## config.mk

```make
export PLATFORM = sky130hd
export DESIGN_NAME = countdown_ctrl
export DESIGN_NICKNAME = d
export VERILOG_FILES = /design/src/rtl/countdown_ctrl.sv
export SDC_FILE = /design/constraint.sdc
export NUM_CORES = 1
export LEC_CHECK = 0
export ABC_AREA = 0
export CORE_UTILIZATION = 44
export DETAILED_ROUTE_END_ITERATION = 8
export HOLD_SLACK_MARGIN = 0.06
export PLACE_DENSITY = 0.76
export RECOVER_POWER = 25
export SLEW_MARGIN = 10
export SYNTH_ARGS = -nofsm -noshare
export SYNTH_HDL_FRONTEND = slang
export SYNTH_SLANG_ARGS = --single-unit
```

## constraint.sdc

```tcl
create_clock -name clk -period 2 [get_ports clk]
set_input_delay 0.4 -clock clk [delete_from_list [all_inputs] [get_ports clk]]
set_output_delay 0.4 -clock clk [all_outputs]
set_load 0.03 [all_outputs]
```

## src/rtl/countdown_ctrl.sv

```systemverilog
// Countdown-timer controller: BCD MM:SS down-counter with run/pause control,
// a one-cycle expiry pulse and a tick-timed alarm level.
module countdown_ctrl #(
    parameter int unsigned ALARM_SECS = 3
) (
    input  logic        clk,
    input  logic        rst,
    input  logic        tick,
    input  logic        start,
    input  logic        stop,
    input  logic        clear,
    input  logic        load,
    input  logic [15:0] load_val,
    output logic [15:0] time_o,
    output logic        running,
    output logic        done,
    output logic        alarm,
    output logic        load_err
);

    localparam int unsigned TW = 16;
    localparam int unsigned CW = 4;

    typedef enum logic [1:0] {
        IDLE  = 2'd0,
        RUN   = 2'd1,
        PAUSE = 2'd2,
        DONE  = 2'd3
    } state_e;

    state_e          state_q, state_d;
    logic [TW-1:0]   time_q, time_d;
    logic [CW-1:0]   alarm_cnt_q, alarm_cnt_d;
    logic            running_q, running_d;
    logic            done_q, done_d;
    logic            alarm_q, alarm_d;
    logic            load_err_q, load_err_d;
    logic            cmd_acc;
    logic [TW-1:0]   time_dec;

    // Subtract one second from a BCD MM:SS value, borrowing digit by digit.
    function automatic logic [TW-1:0] bcd_dec(input logic [TW-1:0] t);
        logic [3:0] mt, mo, st, so;
        {mt, mo, st, so} = t;
        if (so != 4'd0) begin
            so = so - 4'd1;
        end else begin
            so = 4'd9;
            if (st != 4'd0) begin
                st = st - 4'd1;
            end else begin
                st = 4'd5;
                if (mo != 4'd0) begin
                    mo = mo - 4'd1;
                end else begin
                    mo = 4'd9;
                    mt = mt - 4'd1;
                end
            end
        end
        return {mt, mo, st, so};
    endfunction

    function automatic logic bcd_valid(input logic [TW-1:0] t);
        return (t[15:12] <= 4'd5) && (t[11:8] <= 4'd9) &&
               (t[7:4]   <= 4'd5) && (t[3:0]  <= 4'd9);
    endfunction

    assign time_dec = bcd_dec(time_q);

    always_ff @(posedge clk) begin
        if (rst) begin
            state_q     <= IDLE;
            time_q      <= '0;
            alarm_cnt_q <= '0;
            running_q   <= 1'b0;
            done_q      <= 1'b0;
            alarm_q     <= 1'b0;
            load_err_q  <= 1'b0;
        end else begin
            state_q     <= state_d;
            time_q      <= time_d;
            alarm_cnt_q <= alarm_cnt_d;
            running_q   <= running_d;
            done_q      <= done_d;
            alarm_q     <= alarm_d;
            load_err_q  <= load_err_d;
        end
    end

    // Only the highest-priority asserted command is evaluated; an accepted
    // command swallows a coincident tick.
    always_comb begin
        state_d     = state_q;
        time_d      = time_q;
        alarm_cnt_d = alarm_cnt_q;
        done_d      = 1'b0;
        alarm_d     = alarm_q;
        load_err_d  = 1'b0;
        cmd_acc     = 1'b0;

        if (clear) begin
            cmd_acc     = 1'b1;
            state_d     = IDLE;
            time_d      = '0;
            alarm_d     = 1'b0;
            alarm_cnt_d = '0;
        end else if (load) begin
            if (state_q != RUN && bcd_valid(load_val)) begin
                cmd_acc     = 1'b1;
                state_d     = IDLE;
                time_d      = load_val;
                alarm_d     = 1'b0;
                alarm_cnt_d = '0;
            end else begin
                load_err_d  = 1'b1;
            end
        end else if (start) begin
            if ((state_q == IDLE || state_q == PAUSE) && time_q != '0) begin
                cmd_acc = 1'b1;
                state_d = RUN;
            end
        end else if (stop) begin
            if (state_q == RUN) begin
                cmd_acc = 1'b1;
                state_d = PAUSE;
            end
        end

        if (tick && !cmd_acc) begin
            case (state_q)
                RUN: begin
                    time_d = time_dec;
                    if (time_dec == '0) begin
                        state_d     = DONE;
                        done_d      = 1'b1;
                        alarm_d     = 1'b1;
                        alarm_cnt_d = CW'(ALARM_SECS);
                    end
                end
                DONE: begin
                    if (alarm_cnt_q != '0) begin
                        alarm_cnt_d = alarm_cnt_q - CW'(1);
                        if (alarm_cnt_q == CW'(1)) begin
                            alarm_d = 1'b0;
                        end
                    end
                end
                default: ;
            endcase
        end

        running_d = (state_d == RUN);
    end

    assign time_o   = time_q;
    assign running  = running_q;
    assign done     = done_q;
    assign alarm    = alarm_q;
    assign load_err = load_err_q;

endmodule

```

[Word level (Yosys, flattened, before mapping)]
Cells that the tools add are included.
Word-level totals
  bits in registers: 26
  input port bits: 23
  output and inout bits: 20
Operators by class
  add/subtract/negate cells: 5
  bitwise operators: 3
  magnitude comparators: 4
  equal/unequal tests: 6
  mux-type cells: 48
  reductions and logical operators: 17
Operator list (count)
  two-way mux 16 bit: 5
  two-way mux 4 bit: 15
  two-way mux 2 bit: 10
  subtractor 4 x 1 -> 4 bit (second input constant): 5
  zero test 16 bit: 1
  two-way mux 1 bit: 16
  nonzero test 16 bit: 1
  nonzero test 4 bit: 4
  <= comparator 4 x 3 -> 1 bit (second input constant): 2
  <= comparator 4 bit (second input constant): 2
  case mux 4 bit (2 select lines): 1
  logical AND 1 bit: 6
  OR reduction 3 bit: 2
  == test 2 x 1 -> 1 bit (second input constant): 2
  == test 2 bit (second input constant): 2
  == test 4 x 1 -> 1 bit (second input constant): 1
  NOT 1 bit: 3
  zero test 2 bit: 1
  != test 2 x 1 -> 1 bit (second input constant): 1
  case mux 1 bit (2 select lines): 1
  zero test 1 bit: 1
  logical OR 1 bit: 1

[Logic depth before layout (Yosys ltp)]
  depth in word-level cells: 12
  depth in mapped cells: 7

[Worst setup path before layout]
Ideal clock, no wire load.
  path kind: reg-to-reg
  start: reg time_q[3], in the netlist time_o[3]
  end: reg time_q[13], in the netlist time_o[13]
  required time: 1.921 ns
  buffers on the path: 0
  library setup time: 0.079 ns
  data arrival time: 1.974 ns
  path slack: -0.053 ns
  stages on the path, launching flop included: 6
  path through: dfxtp_1 > or4_4 > nor4_4 > nand2_2 > mux2_4 > a211oi_2
Between the ends
  word-level cells in the longest chain between the ends: 9
RTL lines
  start, declared: RTL line 32  | logic [TW-1:0] time_q, time_d;
  start signal, assigned: RTL line 82  | time_q <= time_d;
  nonzero test 16 bit: RTL line 119  | if ((state_q == IDLE || state_q == PAUSE) && time_q != '0) begin
  logical AND 1 bit: RTL line 119
  two-way mux 1 bit: RTL line 119
  two-way mux 1 bit: RTL line 118  | end else if (start) begin
  two-way mux 1 bit: RTL line 108  | end else if (load) begin
  two-way mux 1 bit: RTL line 102  | if (clear) begin
  zero test 1 bit: RTL line 130  | if (tick && !cmd_acc) begin
  logical AND 1 bit: RTL line 130
  two-way mux 16 bit *: RTL line 130
Every way passes the cells marked *; elsewhere a longest branch is shown, timed or not.
A chain may end at the register's enable or synchronous reset.

[Final worst setup path]
  start: reg time_q[2], in the netlist time_o[2]
  end: reg running_q, in the netlist running
Between the ends
  word-level cells in the longest chain between the ends: 10
RTL lines
  parallel branches: the longest is 8 deep, another holds subtractor 4 x 1 -> 4 bit
  two-way mux 2 bit *: RTL line 130
  == test 2 x 1 -> 1 bit *: RTL line 153  | running_d = (state_d == RUN);
  end signal, assigned: RTL line 84  | running_q <= running_d;
  end, declared: RTL line 34  | logic running_q, running_d;
Mark *: on every way between the ends.

==> flow_metrics.py <==
metrics = {
    "cells_and_area": {
        "final_cell_area_um2": 2410,
        "fillCellCount": 283,
        "num_antenna_cells": 0,
        "nets": 297,
        "area_growth_pct": 48.0,
        "drive_gt1_frac": 0.216,
    },
    "timing": {
        "rsz0062_at_grt": "true",
        "report.final.slew_viol_count": 0,
        "setup_ws_ps": 23.7,
        "period_minus_slack_ps": 1980,
        "hold_viol_final": 0,
        "worst_pin_slew_ps": 504,
        "timing.fmax_mhz": 506,
        "fin_worst_skew_ps": 7.44,
        "relSlewSlack": 0.662,
        "setup_viol": 0,
        "period_share": 0.988,
    },
    "synthesis": {
        "synth_edf_count": 0,
        "synth.net_count": 222,
        "syn_inst": 195,
        "ys.flop_type": "dfxtp_1",
        "ys_seq_area_frac": 0.319,
        "ys_ff_latch": 26,
        "ys_types": 57,
        "async_reset_ff_frac": 0,
        "yosysWarnings": 0,
        "synth.avg_cell_area_um2": 8.37,
        "syn-cell-area_um2": 1630,
    },
    "place": {
        "placed_area_um2": 2330,
        "dpl.hpwl_um": 3500,
        "pre_cts_ws_ps": -194,
        "gp_congestion": 0.881,
        "port_buffers": 42,
    },
    "worst_setup_path": {
        "cpPeakStageDelay_ps": 610,
        "endpoint_kind": "register",
        "cp_max_fo": 5,
        "critPathLaunchType": "register",
        "worstPathRequired_ps": 2170,
        "critical_path_class": "reg2reg",
        "worstPathArrival_ps": 2140,
        "crit_chain": "or4_4, nor4_4, o2111ai_2, a21boi_1, o31a_1",
        "cp_slowest_cell": "or4_4",
    },
    "routing": {
        "viasPerCell": 5.63,
        "drc": 0,
        "dr_total_vias": 1773,
        "dr.pass1.iters": 4,
        "wirelength_um": 4650,
        "wl_per_cell_um": 14.8,
        "drtIter0Drc": 116,
        "antenna_left": 0,
    },
    "clock_network": {
        "clkSinkCount": 26,
        "cts_setup_buffers": 0,
        "htree_levels": 1,
        "cts_tree": "yes",
        "clockBufferDepth": 2,
        "cts-root-buf": "clkbuf_8",
        "insertion_delay_ps": 280,
        "cts_inserted_buffers": 3,
        "holdBufCountCts": 0,
        "clk_pin_slew_ps": 100,
    },
    "worst_hold_path": {
        "hp-class": "reg2reg",
    },
    "global_route": {
        "grt_start_max_net_pins": 27,
        "grt_pass1_wl_um": 7580,
        "grt_usage": 0.239,
        "grt-ovfl-total": 0,
        "first_global_vias": 1683,
        "antenna_found_initial": 0,
    },
    "die": {
        "coreArea_um2": 3440,
        "start_util": 0.474,
        "ioPinCount": 43,
        "fp.dieH_um": 62.9,
        "std_cell_rows": 21,
        "die_w_um": 62.9,
        "die-area_um2": 3960,
    },
    "pwr": {
        "leakage_nw": 0.909,
        "ir_drop_mv": 0.266,
        "p_total_mw": 1.09,
        "powerDensity_nw_per_um2": 450,
    },
    "run": {
        "maxCapViolations": 0,
    },
    "outcome": {
        "outcome": "complete, no violations",
    },
}
==> worst max-delay path: cells and delay by family, from the launching register on <==
kind | cells | cell delay [ps]
compound gates | 3 | 580
simple gates | 2 | 930
flops | 1 | 350
==> routing by layer <==
metal | GRT usage | up-vias | share of wire
li1 | - | 876 | -
met1 | 0.318 | 825 | 0.46
met2 | 0.392 | 63 | 0.47
met3 | 0.0201 | 9 | 0.046
met4 | 0.102 | 0 | 0.020
met5 | 0 | - | 0
==> stage by stage <==
step           std cells  hold WS (ps)   util  setup TNS [ps]
6_report             315           457  0.702               0
5_1_grt              315           500  0.702            -104
4_1_cts              315           463  0.701               0
3_5_place_dp         311           448  0.678           -1770
3_3_place_gp         311           446  0.678           -1120
2_1_floorplan        195           492      -           -36.9
==> final timing paths <==
path	cells after the start	slack [ps]	endpoint	startpoint
hold reg to reg	2	460	alarm	alarm
setup / recovery	5	20	running	time_o[2]
setup reg to reg	5	20	running	time_o[2]
hold / removal	2	460	alarm	alarm
==> repair_timing <==
item	4_1_cts	5_1_grt
setup endpoints to repair	3	3
pin swaps	1	0
gates resized for setup	3	2
==> power breakdown <==
part | leakage [nW] | internal (mW) | switching [mW] | total, mW
combinational | 0.669 | 0.109 | 0.101 | 0.210
clock | 0.0288 | 0.176 | 0.172 | 0.348
sequential | 0.212 | 0.523 | 0.00606 | 0.529
==> cells in the mapped netlist, drive strengths merged (5+ instances only) <==
| library cell | instances | area (um^2) |
|---|---|---|
| nor2 | 32 | 123 |
| dfxtp | 26 | 521 |
| a211oi | 12 | 95.1 |
| nand2 | 12 | 47.6 |
| o21ai | 11 | 55.1 |
| a21oi | 8 | 40.0 |
| nand3 | 8 | 40.0 |
| inv | 7 | 26.3 |
| nor3 | 6 | 41.3 |
| xnor2 | 6 | 52.6 |
| clkbuf | 5 | 38.8 |
| nor4 | 5 | 52.6 |
==> state kept, by name, indices dropped and copies added (netlist names) <==
name	cells
alarm	1
time_o	16
load_err	1
state_q	2
running	1
done	1
alarm_cnt_q	4
==> placed cells by master (no fill, tap or decap), types with 2 or more instances in the layout <==
cell and instances:
a211oi_1 10, a211oi_2 2, a21oi_1 8, a221oi_1 2
buf_4 30, clkbuf_8 4, clkdlybuf4s50_1 35, dfxtp_1 23
dfxtp_2 2, dlygate4sd3_1 7, ha_1 4, inv_1 7
mux2i_1 3, nand2_1 11, nand2b_1 2, nand3_1 8
nand4_1 3, nor2_1 31, nor3_1 5, nor4_1 3
nor4_4 2, o211ai_1 3, o21ai_0 11, o21bai_1 2
o41ai_1 2, or3b_2 3, or4_1 2, xnor2_1 6
xor2_1 4
==> final cells by class <==
class | count | area, um^2 | share of cell area
Clock buffer | 4 | 55.1 | 0.0228
Inverter | 7 | 26.3 | 0.0109
Multi-Input combinational cell | 156 | 1060 | 0.440
Sequential cell | 26 | 527 | 0.218
Tap cell | 46 | 57.6 | 0.0238
Timing Repair Buffer | 76 | 686 | 0.284
==> kinds of logic after synthesis <==
logic type,count (synthesis),share of synthesized area
compound gates,53,0.225
mux,5,0.0345
simple gates,84,0.291
fa+ha+maj,4,0.0307
xor+xnor,10,0.0537
buf+inv,13,0.0468
flops,26,0.319
No activity file was read; power rests on OpenSTA's default activity.
